--- src/rtl/vga_pixel_sink.sv ---
// -----------------------------------------------------------------------------
// vga_pixel_sink
//
// Receives the drawer pixel-write stream, which carries (x, y, colour, write).
// Each pixel is bounds-checked and converted to a linear framebuffer address
// (y*160 + x). It is then queued in a small FIFO and drained to a single-port
// framebuffer through a valid/ready write handshake.
//
// Optional build macro:
//   VGA_PIXEL_SINK_DUPSUPPRESS_EN - when this macro is defined, a pushed pixel
//       whose address and colour both equal the most recently pushed entry is
//       dropped silently. The comparison register is invalidated when the
//       last pixel of a frame is committed.
//
// Ports:
//   clk         clock; all logic runs on the rising edge
//   resetn      synchronous, active-low reset
//   x_in        pixel column (8 bit)
//   y_in        pixel row (7 bit)
//   colour_in   pixel colour {R,G,B}
//   write_in    pixel valid from the drawer
//   in_ready    sink can accept a pixel this cycle
//   mem_we      framebuffer write request (valid)
//   mem_addr    linear framebuffer address
//   mem_data    colour to write
//   mem_ready   framebuffer accepts the request this cycle
//   clip_err    one-cycle pulse: an out-of-range pixel was dropped
//   frame_done  one-cycle pulse: pixel (XMAX,YMAX) was committed to memory
//   idle        FIFO empty and no pending memory request
// -----------------------------------------------------------------------------
module vga_pixel_sink #(
    parameter int DEPTH = 4,
    parameter int XMAX  = 159,
    parameter int YMAX  = 119
) (
    input  logic        clk,
    input  logic        resetn,
    input  logic [7:0]  x_in,
    input  logic [6:0]  y_in,
    input  logic [2:0]  colour_in,
    input  logic        write_in,
    output logic        in_ready,
    output logic        mem_we,
    output logic [14:0] mem_addr,
    output logic [2:0]  mem_data,
    input  logic        mem_ready,
    output logic        clip_err,
    output logic        frame_done,
    output logic        idle
);

    localparam int PW = (DEPTH > 1) ? $clog2(DEPTH) : 1;
    localparam int CW = PW + 1;

    localparam logic [CW-1:0] DEPTH_C   = CW'(DEPTH);
    localparam logic [7:0]    XMAX_C    = 8'(XMAX);
    localparam logic [6:0]    YMAX_C    = 7'(YMAX);
    localparam logic [14:0]   LAST_ADDR = 15'(YMAX * 160 + XMAX);

    // ---------------------------------------------------------------------
    // FIFO storage and control state
    // ---------------------------------------------------------------------
    logic [14:0]   fifo_addr [DEPTH];
    logic [2:0]    fifo_col  [DEPTH];

    logic [PW-1:0] wr_ptr_q, wr_ptr_d;
    logic [PW-1:0] rd_ptr_q, rd_ptr_d;
    logic [CW-1:0] count_q,  count_d;

    // Output stage registers
    logic          mem_we_q,   mem_we_d;
    logic [14:0]   mem_addr_q, mem_addr_d;
    logic [2:0]    mem_data_q, mem_data_d;

    // Status pulse registers
    logic          clip_err_q,   clip_err_d;
    logic          frame_done_q, frame_done_d;

    // ---------------------------------------------------------------------
    // Input side
    // ---------------------------------------------------------------------
    logic          accept;
    logic          in_range;
    logic [14:0]   pix_addr;
    logic          dup_hit;
    logic          push;

    assign in_ready = (count_q < DEPTH_C);
    assign accept   = write_in & in_ready;
    assign in_range = (x_in <= XMAX_C) && (y_in <= YMAX_C);

    // y*160 + x written as y*128 + y*32 + x, so that no multiplier is inferred
    assign pix_addr = {1'b0, y_in, 7'b0} + {3'b0, y_in, 5'b0} + {7'b0, x_in};

`ifdef VGA_PIXEL_SINK_DUPSUPPRESS_EN
    logic          last_valid_q, last_valid_d;
    logic [14:0]   last_addr_q,  last_addr_d;
    logic [2:0]    last_col_q,   last_col_d;

    assign dup_hit = last_valid_q && (last_addr_q == pix_addr)
                     && (last_col_q == colour_in);
`else
    assign dup_hit = 1'b0;
`endif

    assign push = accept & in_range & ~dup_hit;

    // ---------------------------------------------------------------------
    // Output side
    // ---------------------------------------------------------------------
    logic          transfer;
    logic          fifo_empty;
    logic          pop;

    assign transfer   = mem_we_q & mem_ready;
    assign fifo_empty = (count_q == '0);

    // The stage is refilled when it is empty or when it is being emptied this
    // cycle. A pixel that is pushed in the same cycle cannot be popped yet,
    // which gives one cycle of latency from acceptance to mem_we.
    assign pop = (~mem_we_q | transfer) & ~fifo_empty;

    // ---------------------------------------------------------------------
    // Next-state logic
    // ---------------------------------------------------------------------
    always_comb begin
        wr_ptr_d     = wr_ptr_q;
        rd_ptr_d     = rd_ptr_q;
        count_d      = count_q;
        mem_we_d     = mem_we_q;
        mem_addr_d   = mem_addr_q;
        mem_data_d   = mem_data_q;
        clip_err_d   = accept & ~in_range;
        frame_done_d = transfer && (mem_addr_q == LAST_ADDR);

        if (push) begin
            wr_ptr_d = wr_ptr_q + 1'b1;
        end

        if (pop) begin
            rd_ptr_d   = rd_ptr_q + 1'b1;
            mem_we_d   = 1'b1;
            mem_addr_d = fifo_addr[rd_ptr_q];
            mem_data_d = fifo_col[rd_ptr_q];
        end else if (transfer) begin
            mem_we_d = 1'b0;
        end

        // A push and a pop in the same cycle leave the occupancy unchanged.
        case ({push, pop})
            2'b10:   count_d = count_q + 1'b1;
            2'b01:   count_d = count_q - 1'b1;
            default: count_d = count_q;
        endcase
    end

`ifdef VGA_PIXEL_SINK_DUPSUPPRESS_EN
    always_comb begin
        last_valid_d = last_valid_q;
        last_addr_d  = last_addr_q;
        last_col_d   = last_col_q;
        if (push) begin
            last_valid_d = 1'b1;
            last_addr_d  = pix_addr;
            last_col_d   = colour_in;
        end else if (frame_done_d) begin
            // A new frame may legitimately redraw the same pixel.
            last_valid_d = 1'b0;
        end
    end

    always_ff @(posedge clk) begin
        if (!resetn) begin
            last_valid_q <= 1'b0;
            last_addr_q  <= '0;
            last_col_q   <= '0;
        end else begin
            last_valid_q <= last_valid_d;
            last_addr_q  <= last_addr_d;
            last_col_q   <= last_col_d;
        end
    end
`endif

    // ---------------------------------------------------------------------
    // FIFO entry storage. The contents do not need a reset because the
    // pointers and the count define which entries are valid.
    // ---------------------------------------------------------------------
    genvar gi;
    generate
        for (gi = 0; gi < DEPTH; gi++) begin : g_entry
            always_ff @(posedge clk) begin
                if (push && (wr_ptr_q == PW'(gi))) begin
                    fifo_addr[gi] <= pix_addr;
                    fifo_col[gi]  <= colour_in;
                end
            end
        end
    endgenerate

    // ---------------------------------------------------------------------
    // State registers
    // ---------------------------------------------------------------------
    always_ff @(posedge clk) begin
        if (!resetn) begin
            wr_ptr_q     <= '0;
            rd_ptr_q     <= '0;
            count_q      <= '0;
            mem_we_q     <= 1'b0;
            mem_addr_q   <= '0;
            mem_data_q   <= '0;
            clip_err_q   <= 1'b0;
            frame_done_q <= 1'b0;
        end else begin
            wr_ptr_q     <= wr_ptr_d;
            rd_ptr_q     <= rd_ptr_d;
            count_q      <= count_d;
            mem_we_q     <= mem_we_d;
            mem_addr_q   <= mem_addr_d;
            mem_data_q   <= mem_data_d;
            clip_err_q   <= clip_err_d;
            frame_done_q <= frame_done_d;
        end
    end

    assign mem_we     = mem_we_q;
    assign mem_addr   = mem_addr_q;
    assign mem_data   = mem_data_q;
    assign clip_err   = clip_err_q;
    assign frame_done = frame_done_q;
    assign idle       = fifo_empty & ~mem_we_q;

endmodule

--- config.mk ---
export PLATFORM = sky130hd
export DESIGN_NAME = vga_pixel_sink
export DESIGN_NICKNAME = d
export VERILOG_FILES = /design/src/rtl/vga_pixel_sink.sv
export SDC_FILE = /design/constraint.sdc
export NUM_CORES = 1
export LEC_CHECK = 0
export ABC_AREA = 1
export CAP_MARGIN = 20
export CORE_MARGIN = 3
export CORE_UTILIZATION = 57
export CTS_CLUSTER_DIAMETER = 60
export DETAILED_ROUTE_END_ITERATION = 10
export PLACE_DENSITY = 0.78
export SLEW_MARGIN = 0
export SYNTH_ARGS = -nofsm -noshare
export SYNTH_HDL_FRONTEND = slang
export SYNTH_SLANG_ARGS = --single-unit
--- constraint.sdc ---
create_clock -name clk -period 2.7 [get_ports clk]
set_input_delay 0.405 -clock clk [delete_from_list [all_inputs] [get_ports clk]]
set_output_delay 0.405 -clock clk [all_outputs]
set_load 0.01 [all_outputs]
After elaboration in Yosys (flattened, before gate mapping)
Memory sizes are Yosys's and may differ from the RTL's. A register that Yosys moved wholly into a read port is not among the register bits. Index checks and enable logic that the tools add are counted.

Bits in registers: 10. Bits in writable memories: 72. Input bits: 22. Output and inout bits: 23. Word-level logic and storage cells: 80. Memories kept: 2.

$add $sub $neg: 6. Magnitude comparators: 3. Equal/unequal tests: 6. Mux-type cells: 29. Bitwise operators: 10. Reductions and logical operators: 18.

Memories: fifo_addr (depth 4, width 15, rd ports 1, clocked after memory_dff 1, write ports 1, RTL line 63) `logic [14:0] fifo_addr [DEPTH];`; fifo_col (depth 4, width 3, rd ports 1, clocked after memory_dff 1, write ports 1, RTL line 64) `logic [2:0] fifo_col [DEPTH];`.

Operator list (number): 15-bit 2-to-1 mux (3); 15-bit OR reduction (3); 1-bit 2-to-1 mux (16); 14-bit by 12-bit adder with 15-bit output (1); 15-bit by 8-bit adder with 15-bit output (1); 15-bit equality test (second input constant) (1); 2-bit 2-to-1 mux (6); 3-bit 2-to-1 mux (3); 3-bit OR reduction (3); 8-bit <= comparator (second input constant) (1); 7-bit <= comparator (second input constant) (1); 1-bit AND (6); 2-bit equality test (second input constant) (3); 1-bit logical AND (6); 3-bit one-hot mux with 2 select lines (1); 2-bit by 1-bit adder with 2-bit output (second input constant) (2); 2-bit by 1-bit equality test with 1-bit output (second input constant) (2); 2-bit nonzero test (2); 3-bit by 1-bit adder with 3-bit output (second input constant) (1); 3-bit zero test (1); 3-bit < comparator (second input constant) (1); 1-bit inverter (3); 3-bit by 1-bit subtractor with 3-bit output (second input constant) (1); 1-bit zero test (2); 2 further kinds (2).

Longest topological paths before layout
Gate-level depths: netlist of the first run.

Word-level depth: 10. Gate-level depth with buffers: 13. Gate-level depth less buffers: 12.

Least setup slack after synthesis of the first run
No wires, ideal clock.

Path kind: input to register. Start point: input x_in[7]. End point: memory fifo_addr[0][10], data pin. Setup time: 180 ps. Arrival: 1851 ps. Required time: 2520 ps. Path slack: 668 ps. Stages on the path: 7. Path buffers: 0. Cell sequence: inv_1 > fa_1 > fa_1 > inv_1 > nand3_1 > nand3_1 > xor2_1.

Elaborated cells between the ends (all ways): 15. Classes of those cells: 1 x add/sub; 1 x order compare; 7 x mux; 1 x bitwise; 5 x reduce/logical.

RTL lines: start: declaration (RTL line 38) `input logic [7:0] x_in,`; 15-bit by 8-bit adder with 15-bit output * (RTL line 93) `assign pix_addr = {1'b0, y_in, 7'b0} + {3'b0, y_in, 5'b0} + {7'b0, x_in};`; net pix_addr[10] (RTL line 84) `logic [14:0] pix_addr;`; 15-bit 2-to-1 mux (no source line) (2 in a row); 15-bit 2-to-1 mux (no source line) *; end: declaration (RTL line 63).

Mark *: on every way through the listed nets, which the timed path passes. The rest lies on a longest branch.

Worst setup path after layout of the first run
Start point: input x_in[7]. End point: memory fifo_addr[2][10], data pin.

The elaborated chain is that of the path after synthesis.

==> results.md, run 1 <==
* Period minus WS final at roughly 2.4 ns
* Pint at 2940 uW
* Final GP Congestion at 0.858
* Vias in the first global route at 3021
* Share of layout cells above drive strength 1 at about 6.6%
* Worst min-delay path class: reg2reg
* Status: finished clean
* Largest family of logic cells by synthesized area: simple AND/OR/NAND/NOR gates
* Mux share of post-synthesis cell area at 0%
* Antenna violations before repair at 0
* Clock buffer depth at 2
* Data required, critical path at approximately 2.9 ns
* Slowest cell on crit path: fa_1
* Synth unique cells at 27
* Synth Area in Simple Gates at roughly 20%
* Fin Hold WS at 0.510 ns
* Switching share of power at 37.0%
* Cell Area, Synth at approximately 4600 um^2
* # setup viols final at 0
* Final instance area at approximately 5300 um^2
* Nets at 583
* Max Fclk at between 0.4 and 0.5 GHz
* Clock transition at path regs at 0.10 ns
* IO Pins at 45
* DP Area at 5150 um^2
* RSZ-0062 raised after global routing: false
* GRT Util Overall at approximately a fifth
* Final period utilization at 87.0%
* Syn nets at around 530
* Ys Warns at 0
* Max Cap Viol at 0
* Share of Yosys cell area claimed by the top area cell type at 47.2%
* Syn_area_per_cell at roughly 9.4 um^2
* CP max stage delay at 0.52 ns
* Skew final at about 0.010 ns
* Fin util at 68.6%
* Critical path arrival at about 2.5 ns
* Crit start category: primary input
* Sink Count at 100
* Antenna-violating nets left at 0
* Postcts setup bufs at 0
* Die Ht at 95.7 um
* DIE WIDTH at 95.7 um
* Crit path max fanout at 4
* Synth area leaders: edfxtp_1, dfxtp_1, nand2_1
* Via density at 4.95
* Slew Limit Headroom at 58.6%
* Adder-cell share of the synthesized area at 6.22%
* Critical Path Sink Type: flop
* Register area share after synthesis at 59.4%
* Comb pwr share at 38.1%
* # resized after CTS at 0
* Diode count at 0
* CTS buffer count at 9
* Root Driver: clkbuf_8
* Xor/xnor share of the synthesized area at 0.764%
* Leakage at 0.00224 uW
* Max-slew violations at 0
* DRT Pass-1 Iters at 5
* Port-buffer cells at 44
* Row cnt at 32
* Hpwl dp at 5910 um
* Initial core utilization at between 50 and 60%
* Die area at around 9000 um^2
* Post-CTS Hold Fix Bufs at 0
* Clk_lat worst skew at 0.36 ns
* Final WL at roughly 8600 um
* Post-Synthesis Cells at 488
* Layout area overhead at 16.2%
* Post-detailed-route wirelength per cell at 13.3 um
* Crit Path Category: in2reg
* First-pass GRT wire length at 13900 um
* Clock network fraction of total power at 19.0%
* Residual DRC at 0
* Number of synthesized register bits at 100
* Core Area at 7770 um^2
* Dominant cell type by area after synthesis: edfxtp_1
* Peak supply drop at 0.436 mV
* Net Switching at roughly 1700 uW
* Slew @ Worst Pin at 0.621 ns
* TritonCTS clock tree: built
* Sequential Power Share at 42.9%
* Congestion Overflow GR at 0
* Final Hold Fails at 0
* PwrDens at 874 nW/um^2
* Worst path cell trace: clkdlybuf4s50_1 > inv_1 > fa_1 > fa_1 > inv_1 > nand3_1 > nand3_1 > xor2_1
* Setup TNS at 0 ns
* Starting DRT DRC Count at 153
* H-Tree Level Count at 3
* Synth Area in Compound Gates at 5.51%
* Largest net degree at the start of global routing at 40
* Via count at 3205
[path summary, 6_finish.rpt]
path,start,endpoint,slack [ns],cells past startpoint
min,mem_addr[6],frame_done,0.51,2
min reg2reg,mem_addr[6],frame_done,0.51,2
max reg2reg,count_q[2],count_q[2],0.72,11
max,x_in[7],fifo_addr[2][10],0.35,8
[state kept, by name, indices dropped and copies added (netlist names)]
register and count:
mem_addr 15, wr_ptr_q 2, count_q 3, clip_err 1, mem_we 1, fifo_col 12, rd_ptr_q 2, fifo_addr 60
mem_data 3, frame_done 1
[cell type report]
type	count	area [um^2]
Tap cell	102	128
Sequential cell	100	2720
Clock buffer	9	124
Clock inverter	7	57.6
Fill cell	634	2440
Multi-Input combinational cell	313	1510
Timing Repair Buffer	58	571
Inverter	58	218
[cell usage after synthesis (all sizes together)]
cell    number
nand2      149
edfxtp      72
nor2        69
inv         58
o21ai       40
dfxtp       28
ha          18
buf         12
nand3       10
a21oi        9
nand4        6
clkbuf       5
nor3         4
fa           3
xor2         3
or2          1
xnor2        1
[power by group through the flow]
| stage | sequential (uW) | combinational, uW | clock, uW |
|---|---|---|---|
| 5_1_grt | 2020 | 2040 | 960 |
| 2_1_floorplan | 2080 | 1230 | 0 |
| 6_report | 2000 | 1780 | 885 |
| 4_1_cts | 2000 | 1790 | 904 |
| 3_5_place_dp | 2040 | 1780 | 0 |
| 3_3_place_gp | 2020 | 1730 | 0 |
[metal layers]
| layer | part of all wire, % | GRT usage [%] | vias to the layer above |
|---|---|---|---|
| met5 | 0 | 0 | - |
| met4 | 0.75 | 6.40 | 0 |
| met3 | 4.5 | 4.18 | 6 |
| met2 | 50 | 34.9 | 70 |
| met1 | 45 | 25.1 | 1461 |
| li1 | - | - | 1668 |
[cells by family (layout without fill, tap and decap cells)]
family,Yosys count,count (layout)
and+or+nand+nor,239,239
DFF,100,100
buffers and inverters,75,132
AOI/OAI and AO/OA,49,49
adders and majority gates,21,21
xor gates and xnor gates,4,4
[cells in the final DEF (no fill, tap or decap)]
master	count
a21oi_2	1
xnor2_1	1
inv_2	2
nand4_1	6
nand2_1	148
nand3_1	10
o21ai_0	26
inv_1	56
o21ai_2	1
nor3_1	4
or2_2	1
dfxtp_1	28
a21oi_1	8
nand2_2	1
clkbuf_8	9
edfxtp_1	72
fa_1	3
clkdlybuf4s50_1	44
clkinv_4	2
o21ai_1	13
inv_6	4
ha_1	18
xor2_1	3
clkinv_2	1
buf_12	2
buf_4	12
nor2_1	69
[critical path: cells and delay by family]
family                     cells  cell delay [ns]
xor gates and xnor gates       1             0.27
adders and majority gates      2             0.99
buffers and inverters          3             0.65
and+or+nand+nor                2             0.21
[per-stage QoR]
step | worst slack, ns | total power, uW | cells
floorplan | 0.668 | 3300 | 488
finish | 0.350 | 4660 | 647
global placement | 0.0868 | 3750 | 631
CTS | 0.380 | 4690 | 647
detailed placement | -0.00713 | 3810 | 631
global route | 0.284 | 5020 | 647
(Power assumes the default switching activity.)
==> run 2, diff against run 1 <==
HOLD_SLACK_MARGIN = 0.08   (was unset)
PLACE_DENSITY = 0.8   (was 0.78)
==> run 2 against run 1 <==
Final cell count did not move. Maximum frequency rose by 0.54%. Routed wire length fell by 3.7%. Non-clock buffer count did not move. Global-route usage fell by 0.65 points. Largest power group unchanged. Worst hold slack got worse by 0.022 ns.
==> results.md, run 2 (synthesized netlist as in run 1, its figures left out) <==
* Final GP Congestion at 0.792 (was 0.858)
* Fillers at 573 (was 634)
* Met3 routed WL at 523 um (was 384 um)
* Largest register by flop count: fifo_addr (unchanged)
* Switching share of power at 36.7% (was 37.0%)
* Slew @ Worst Pin at 0.604 ns (was 0.621 ns)
* Flop-to-flop setup slack at 0.79 ns (was 0.72 ns)
* Slew Limit Headroom at 59.7% (was 58.6%)
* Congestion Overflow GR at 0 (unchanged)
* Hpwl dp at 5600 um (was 5910 um)
* Residual DRC at 0 (unchanged)
* Final instance area at 5320 um^2 (was 5330 um^2)
* Nets at 583 (unchanged)
* Met2 WL post-DR at 3970 um (was 4280 um)
* Worst flop-to-flop path startpoint: count_q[2] (unchanged)
* Sink Count at 100 (unchanged)
* Final WL at 8310 um (was 8620 um)
* Most frequent cells in the layout: nand2_1, edfxtp_1, nor2_1, inv_1, clkdlybuf4s50_1 (unchanged)
* Status: finished clean (unchanged)
* Clock transition at path regs at 0.09 ns (was 0.10 ns)
* Diode count at 0 (unchanged)
* Clock network fraction of total power at 18.6% (was 19.0%)
* Final Hold Fails at 0 (unchanged)
* Via density at 4.95 (about the same)
* Postcts setup bufs at 0 (unchanged)
* Largest register FFs at 60 (unchanged)
* Crit Path Category: in2reg (unchanged)
* Crit start category: primary input (unchanged)
* RR Endpoint: count_q[2] (unchanged)
* Peak supply drop at 0.463 mV (was 0.436 mV)
* Sequential Power Share at 43.3% (was 42.9%)
* Post-CTS Hold Fix Bufs at 0 (unchanged)
* Worst Setup SP: x_in[7] (unchanged)
* Antenna violations before repair at 0 (unchanged)
* DRT Pass-1 Iters at 5 (unchanged)
* Clk_lat worst skew at 0.37 ns (was 0.36 ns)
* Share of layout cells above drive strength 1 at 6.42% (was 6.61%)
* Vias in the first global route at 2936 (was 3021)
* RSZ-0062 raised after global routing: false (unchanged)
* IO Pins at 45 (unchanged)
* Critical Path Sink Type: flop (unchanged)
* Antenna-violating nets left at 0 (unchanged)
* Max Cap Viol at 0 (unchanged)
* Commonest non-fill, non-tap cell in the layout: nand2_1 (unchanged)
* CTS buffer count at 9 (unchanged)
* Clock buffer depth at 2 (unchanged)
* Footprint of the multi-input gates at 1510 um^2 (unchanged)
* Comb pwr share at 38.2% (was 38.1%)
* # setup viols final at 0 (unchanged)
* Largest net degree at the start of global routing at 40 (unchanged)
* Max Fclk at 0.428 GHz (was 0.426 GHz)
* Port-buffer cells at 44 (unchanged)
* Final period utilization at 86.6% (was 87.0%)
* Root Driver: clkbuf_8 (unchanged)
* DIE WIDTH at 95.7 um (unchanged)
* Crit path max fanout at 4 (unchanged)
* GRT Util Overall at 19.5% (was 20.1%)
* Post-detailed-route wirelength per cell at 12.8 um (was 13.3 um)
* Die area at 9150 um^2 (unchanged)
* Worst r2r path cells at 11 (unchanged)
* Max-slew violations at 0 (unchanged)
* Period minus WS final at 2.34 ns (was 2.35 ns)
* Via count at 3200 (was 3205)
* Row cnt at 32 (unchanged)
* Starting DRT DRC Count at 178 (was 153)
* Die Ht at 95.7 um (unchanged)
* Layout area overhead at 16.1% (was 16.2%)
* Worst min-delay path class: reg2reg (unchanged)
* H-Tree Level Count at 3 (unchanged)
* Net Switching at 1690 uW (was 1720 uW)
* Leakage at 0.00223 uW (was 0.00224 uW)
* PwrDens at 868 nW/um^2 (was 874 nW/um^2)
* Data required, critical path at 2.87 ns (about the same)
* Core Area at 7770 um^2 (unchanged)
* TritonCTS clock tree: built (unchanged)
* DRT met1 WL at 3700 um (was 3890 um)
* Initial core utilization at 59.0% (unchanged)
* Pint at 2920 uW (was 2940 uW)
* Fin Hold WS at 0.488 ns (was 0.510 ns)
* # resized after CTS at 0 (unchanged)
* Register area at 2720 um^2 (unchanged)
* First-pass GRT wire length at 13400 um (was 13900 um)
* Critical path arrival at 2.51 ns (was 2.52 ns)
* DP Area at 5150 um^2 (unchanged)
* Setup TNS at 0 ns (unchanged)
* Skew final at 0.0141 ns (was 0.0104 ns)
* Highest metal used: met4 (unchanged)
* End of the critical path: fifo_addr[0][10] (was fifo_addr[2][10])
[run 2: per-layer routing]
metal | vias to the layer above | global-route usage [%]
met5 | - | 0
met4 | 0 | 5.69
met3 | 11 | 4.34
met2 | 98 | 32.5
met1 | 1427 | 25.5
li1 | 1664 | -
[run 2: worst max-delay path, cell delays in order]
cell and delay, ns:
clkdlybuf4s50_1 0.50, inv_1 0.07, fa_1 0.52, fa_1 0.47
inv_1 0.09, nand3_1 0.07, nand3_1 0.12, xor2_1 0.27
[run 2: how the worst min path moves through the flow]
stage                startpoint          to  slack (ns)  cells after the start
floorplan           mem_addr[6]  frame_done        0.50                      2
global placement    mem_addr[7]  frame_done        0.48                      2
detailed placement  mem_addr[7]  frame_done        0.48                      2
CTS                 mem_addr[7]  frame_done        0.49                      2
global route        mem_addr[7]  frame_done        0.53                      2
finish              mem_addr[7]  frame_done        0.49                      2
[run 2: final cells by class]
type / instances / area share (%)
inverters: 58 / 4.09
clock buffers: 10 / 2.40
repair buffers: 58 / 10.7
well taps: 102 / 2.40
clock inverters: 6 / 0.917
flip-flops and latches: 100 / 51.2
multi-input cells: 313 / 28.3
[run 2: metrics by stage]
| step | instances | setup slack (ns) | total power (uW) | util [%] |
|---|---|---|---|---|
| after floorplan | 488 | 0.668 | 3300 | - |
| after global placement | 631 | 0.0823 | 3750 | 66.3 |
| after detailed placement | 631 | -0.0156 | 3800 | 66.3 |
| after CTS | 647 | 0.356 | 4640 | 68.5 |
| after global routing | 647 | 0.241 | 4970 | 68.5 |
| final | 647 | 0.363 | 4620 | 68.5 |
[run 2: power groups by stage]
stage | logic [uW] | clock network [uW] | registers [uW]
2_1_floorplan | 1230 | 0 | 2080
3_5_place_dp | 1770 | 0 | 2040
3_3_place_gp | 1720 | 0 | 2030
4_1_cts | 1770 | 863 | 2000
5_1_grt | 2030 | 921 | 2020
6_report | 1760 | 858 | 2000
==> run 3, diff against run 2 <==
CORE_ASPECT_RATIO = 0.75   (was unset)
==> run 3 against run 2 <==
Core utilization increased by 1.3 points. Register-to-register slack better by 0.05 ns. Global-route usage rose by 0.22 points. First-iteration DRC count grew 2.2%. Routed wire length rose by 1.7%. Critical endpoint is now fifo_addr[2][10]. Largest power group unchanged. Highest routed layer unchanged.
==> results.md, run 3 (synthesized netlist as in run 1, its figures left out) <==
* Status: finished clean (unchanged)
* Layout area overhead at 15.2% (was 16.1%)
* Final Hold Fails at 0 (unchanged)
* Clock buffer depth at 2 (unchanged)
* Switching share of power at 35.9% (was 36.7%)
* RSZ-0062 raised after global routing: false (unchanged)
* Pint at 3000 uW (was 2920 uW)
* Row cnt at 27 (was 32)
* Share of layout cells above drive strength 1 at 5.73% (was 6.42%)
* Starting DRT DRC Count at 182 (was 178)
* M3 GR Usage at 4.49% (was 4.34%)
* Fin util at 69.8% (was 68.5%)
* Placed Cells at 626 (was 631)
* Slew Limit Headroom at 56.0% (was 59.7%)
* H-Tree Level Count at 3 (unchanged)
* Root Driver: clkbuf_8 (unchanged)
* Fin cells at 642 (was 647)
* Met1 GRT Util at 28.0% (was 25.5%)
* Hold depth at 2 (unchanged)
* CTS buffer count at 9 (unchanged)
* Residual DRC at 0 (unchanged)
* Congestion Overflow GR at 0 (unchanged)
* Fin Hold WS at 0.507 ns (was 0.488 ns)
* # setup viols final at 0 (unchanged)
* Final period utilization at 88.0% (was 86.6%)
* # resized after CTS at 0 (unchanged)
* Skew final at 0.00671 ns (was 0.0141 ns)
* Max Cap Viol at 0 (unchanged)
* Critical Path Sink Type: flop (unchanged)
* Critical path arrival at 2.53 ns (was 2.51 ns)
* Met2 GRT Util at 30.0% (was 32.5%)
* Nets at 579 (was 583)
* Max-slew violations at 0 (unchanged)
* Most frequent cells in the layout: nand2_1, edfxtp_1, nor2_1, inv_1, clkdlybuf4s50_1 (unchanged)
* WP depth at 8 (unchanged)
* Worst path cell trace: clkdlybuf4s50_1 > inv_1 > fa_1 > fa_1 > inv_1 > nand3_1 > nand3_1 > xor2_1 (unchanged)
* Hold Crit Start: mem_addr[6] (was mem_addr[7])
* Vias in the first global route at 2937 (was 2936)
* Critical path's top delay family: adder cells (unchanged)
* Slew @ Worst Pin at 0.659 ns (was 0.604 ns)
* Largest register by flop count: fifo_addr (unchanged)
* IO Pins at 45 (unchanged)
* Largest register FFs at 60 (unchanged)
* Slowest cell on crit path: fa_1 (unchanged)
* DIE WIDTH at 110 um (was 95.7 um)
* Worst flop-to-flop path startpoint: count_q[2] (unchanged)
* Data required, critical path at 2.86 ns (was 2.87 ns)
* Period minus WS final at 2.38 ns (was 2.34 ns)
* Comb pwr share at 38.2% (about the same)
* Worst r2r path cells at 12 (was 11)
* Clk_lat worst skew at 0.34 ns (was 0.37 ns)
* Sink Count at 100 (unchanged)
* Worst path bufs/invs at 3 (unchanged)
* Crit Path Category: in2reg (unchanged)
* First-pass GRT wire length at 14100 um (was 13400 um)
* Crit start category: primary input (unchanged)
* Core Area at 7570 um^2 (was 7770 um^2)
* Die Ht at 83.7 um (was 95.7 um)
* Postcts setup bufs at 0 (unchanged)
* Commonest non-fill, non-tap cell in the layout: nand2_1 (unchanged)
* Worst Setup SP: x_in[7] (unchanged)
* TritonCTS clock tree: built (unchanged)
* Antenna-violating nets left at 0 (unchanged)
* Port-buffer cells at 44 (unchanged)
* Post-detailed-route wirelength per cell at 13.2 um (was 12.8 um)
* Die area at 9170 um^2 (was 9150 um^2)
* Final GP Congestion at 0.807 (was 0.792)
* CP max stage delay at 0.54 ns (was 0.52 ns)
* DRT Pass-1 Iters at 5 (unchanged)
* Clock transition at path regs at 0.09 ns (about the same)
* Worst min-delay path class: reg2reg (unchanged)
* Diode count at 0 (unchanged)
* Sequential Power Share at 42.7% (was 43.3%)
* Final WL at 8450 um (was 8310 um)
* Leakage at 0.00222 uW (was 0.00223 uW)
* GRT Util Overall at 19.7% (was 19.5%)
* Max Fclk at 0.421 GHz (was 0.428 GHz)
* Initial core utilization at 60.6% (was 59.0%)
* Crit path max fanout at 4 (unchanged)
* Antenna violations before repair at 0 (unchanged)
* Busiest layer in global routing: met2 (unchanged)
* Clock network fraction of total power at 19.1% (was 18.6%)
* Largest net degree at the start of global routing at 40 (unchanged)
* Peak supply drop at 0.440 mV (was 0.463 mV)
* Post-CTS Hold Fix Bufs at 0 (unchanged)
* Hpwl dp at 5690 um (was 5600 um)
* Net Switching at 1680 uW (was 1690 uW)
* PwrDens at 886 nW/um^2 (was 868 nW/um^2)
* Via density at 4.97 (was 4.95)
* Via count at 3192 (was 3200)
run 3: changes by cell type in the layout (fill, tap and decap cells not counted), sizes merged:
cell,delta
bufinv,+1
buf,-4
clkinvlp,-1
run 3: layout make-up:
| type | count | area [um^2] |
|---|---|---|
| Multi-Input combinational cell | 313 | 1510 |
| Sequential cell | 100 | 2720 |
| Timing Repair Buffer | 54 | 515 |
| Clock inverter | 6 | 63.8 |
| Inverter | 58 | 218 |
| Clock buffer | 10 | 128 |
| Tap cell | 101 | 126 |
| Fill cell | 582 | 2290 |
run 3: worst paths after layout:
path / end / slack [ns]
setup / recovery: fifo_addr[2][10] / 0.32
hold / removal: frame_done / 0.51
setup reg to reg: count_q[2] / 0.84
hold reg to reg: frame_done / 0.51
run 3: layer usage:
layer | share of wire, % | vias to the layer above | routed length, um
li1 | - | 1663 | -
met1 | 47 | 1417 | 4000
met2 | 44 | 101 | 3760
met3 | 7.1 | 11 | 597
met4 | 1.1 | 0 | 95
met5 | 0 | - | 0
run 3: per-stage QoR:
step                setup WS [ns]  total power, uW  setup TNS, ns  area (um^2)
finish                      0.324             4680              0         5280
global route                0.192             5060              0         5280
CTS                         0.351             4710              0         5280
detailed placement        -0.0201             3820        -0.0862         5090
global placement           0.0857             3750              0         5090
floorplan                   0.668             3300              0         4580
run 3: worst reg2reg max path: stages, from the launching register on:
cell,delay [ns]
dfxtp_1,0.34
inv_1,0.08
nand3_1,0.12
nand2_2,0.08
inv_2,0.07
ha_1,0.13
inv_1,0.06
fa_1,0.37
or2_2,0.30
nand2_1,0.09
nand2_1,0.05
nand2_1,0.05
nor2_1,0.04
run 3: power groups by stage:
stage	sequential, uW	combinational [uW]	clock [uW]
5_1_grt	2030	2060	976
3_3_place_gp	2030	1730	0
6_report	2000	1790	896
2_1_floorplan	2080	1230	0
4_1_cts	2000	1790	916
3_5_place_dp	2030	1790	0
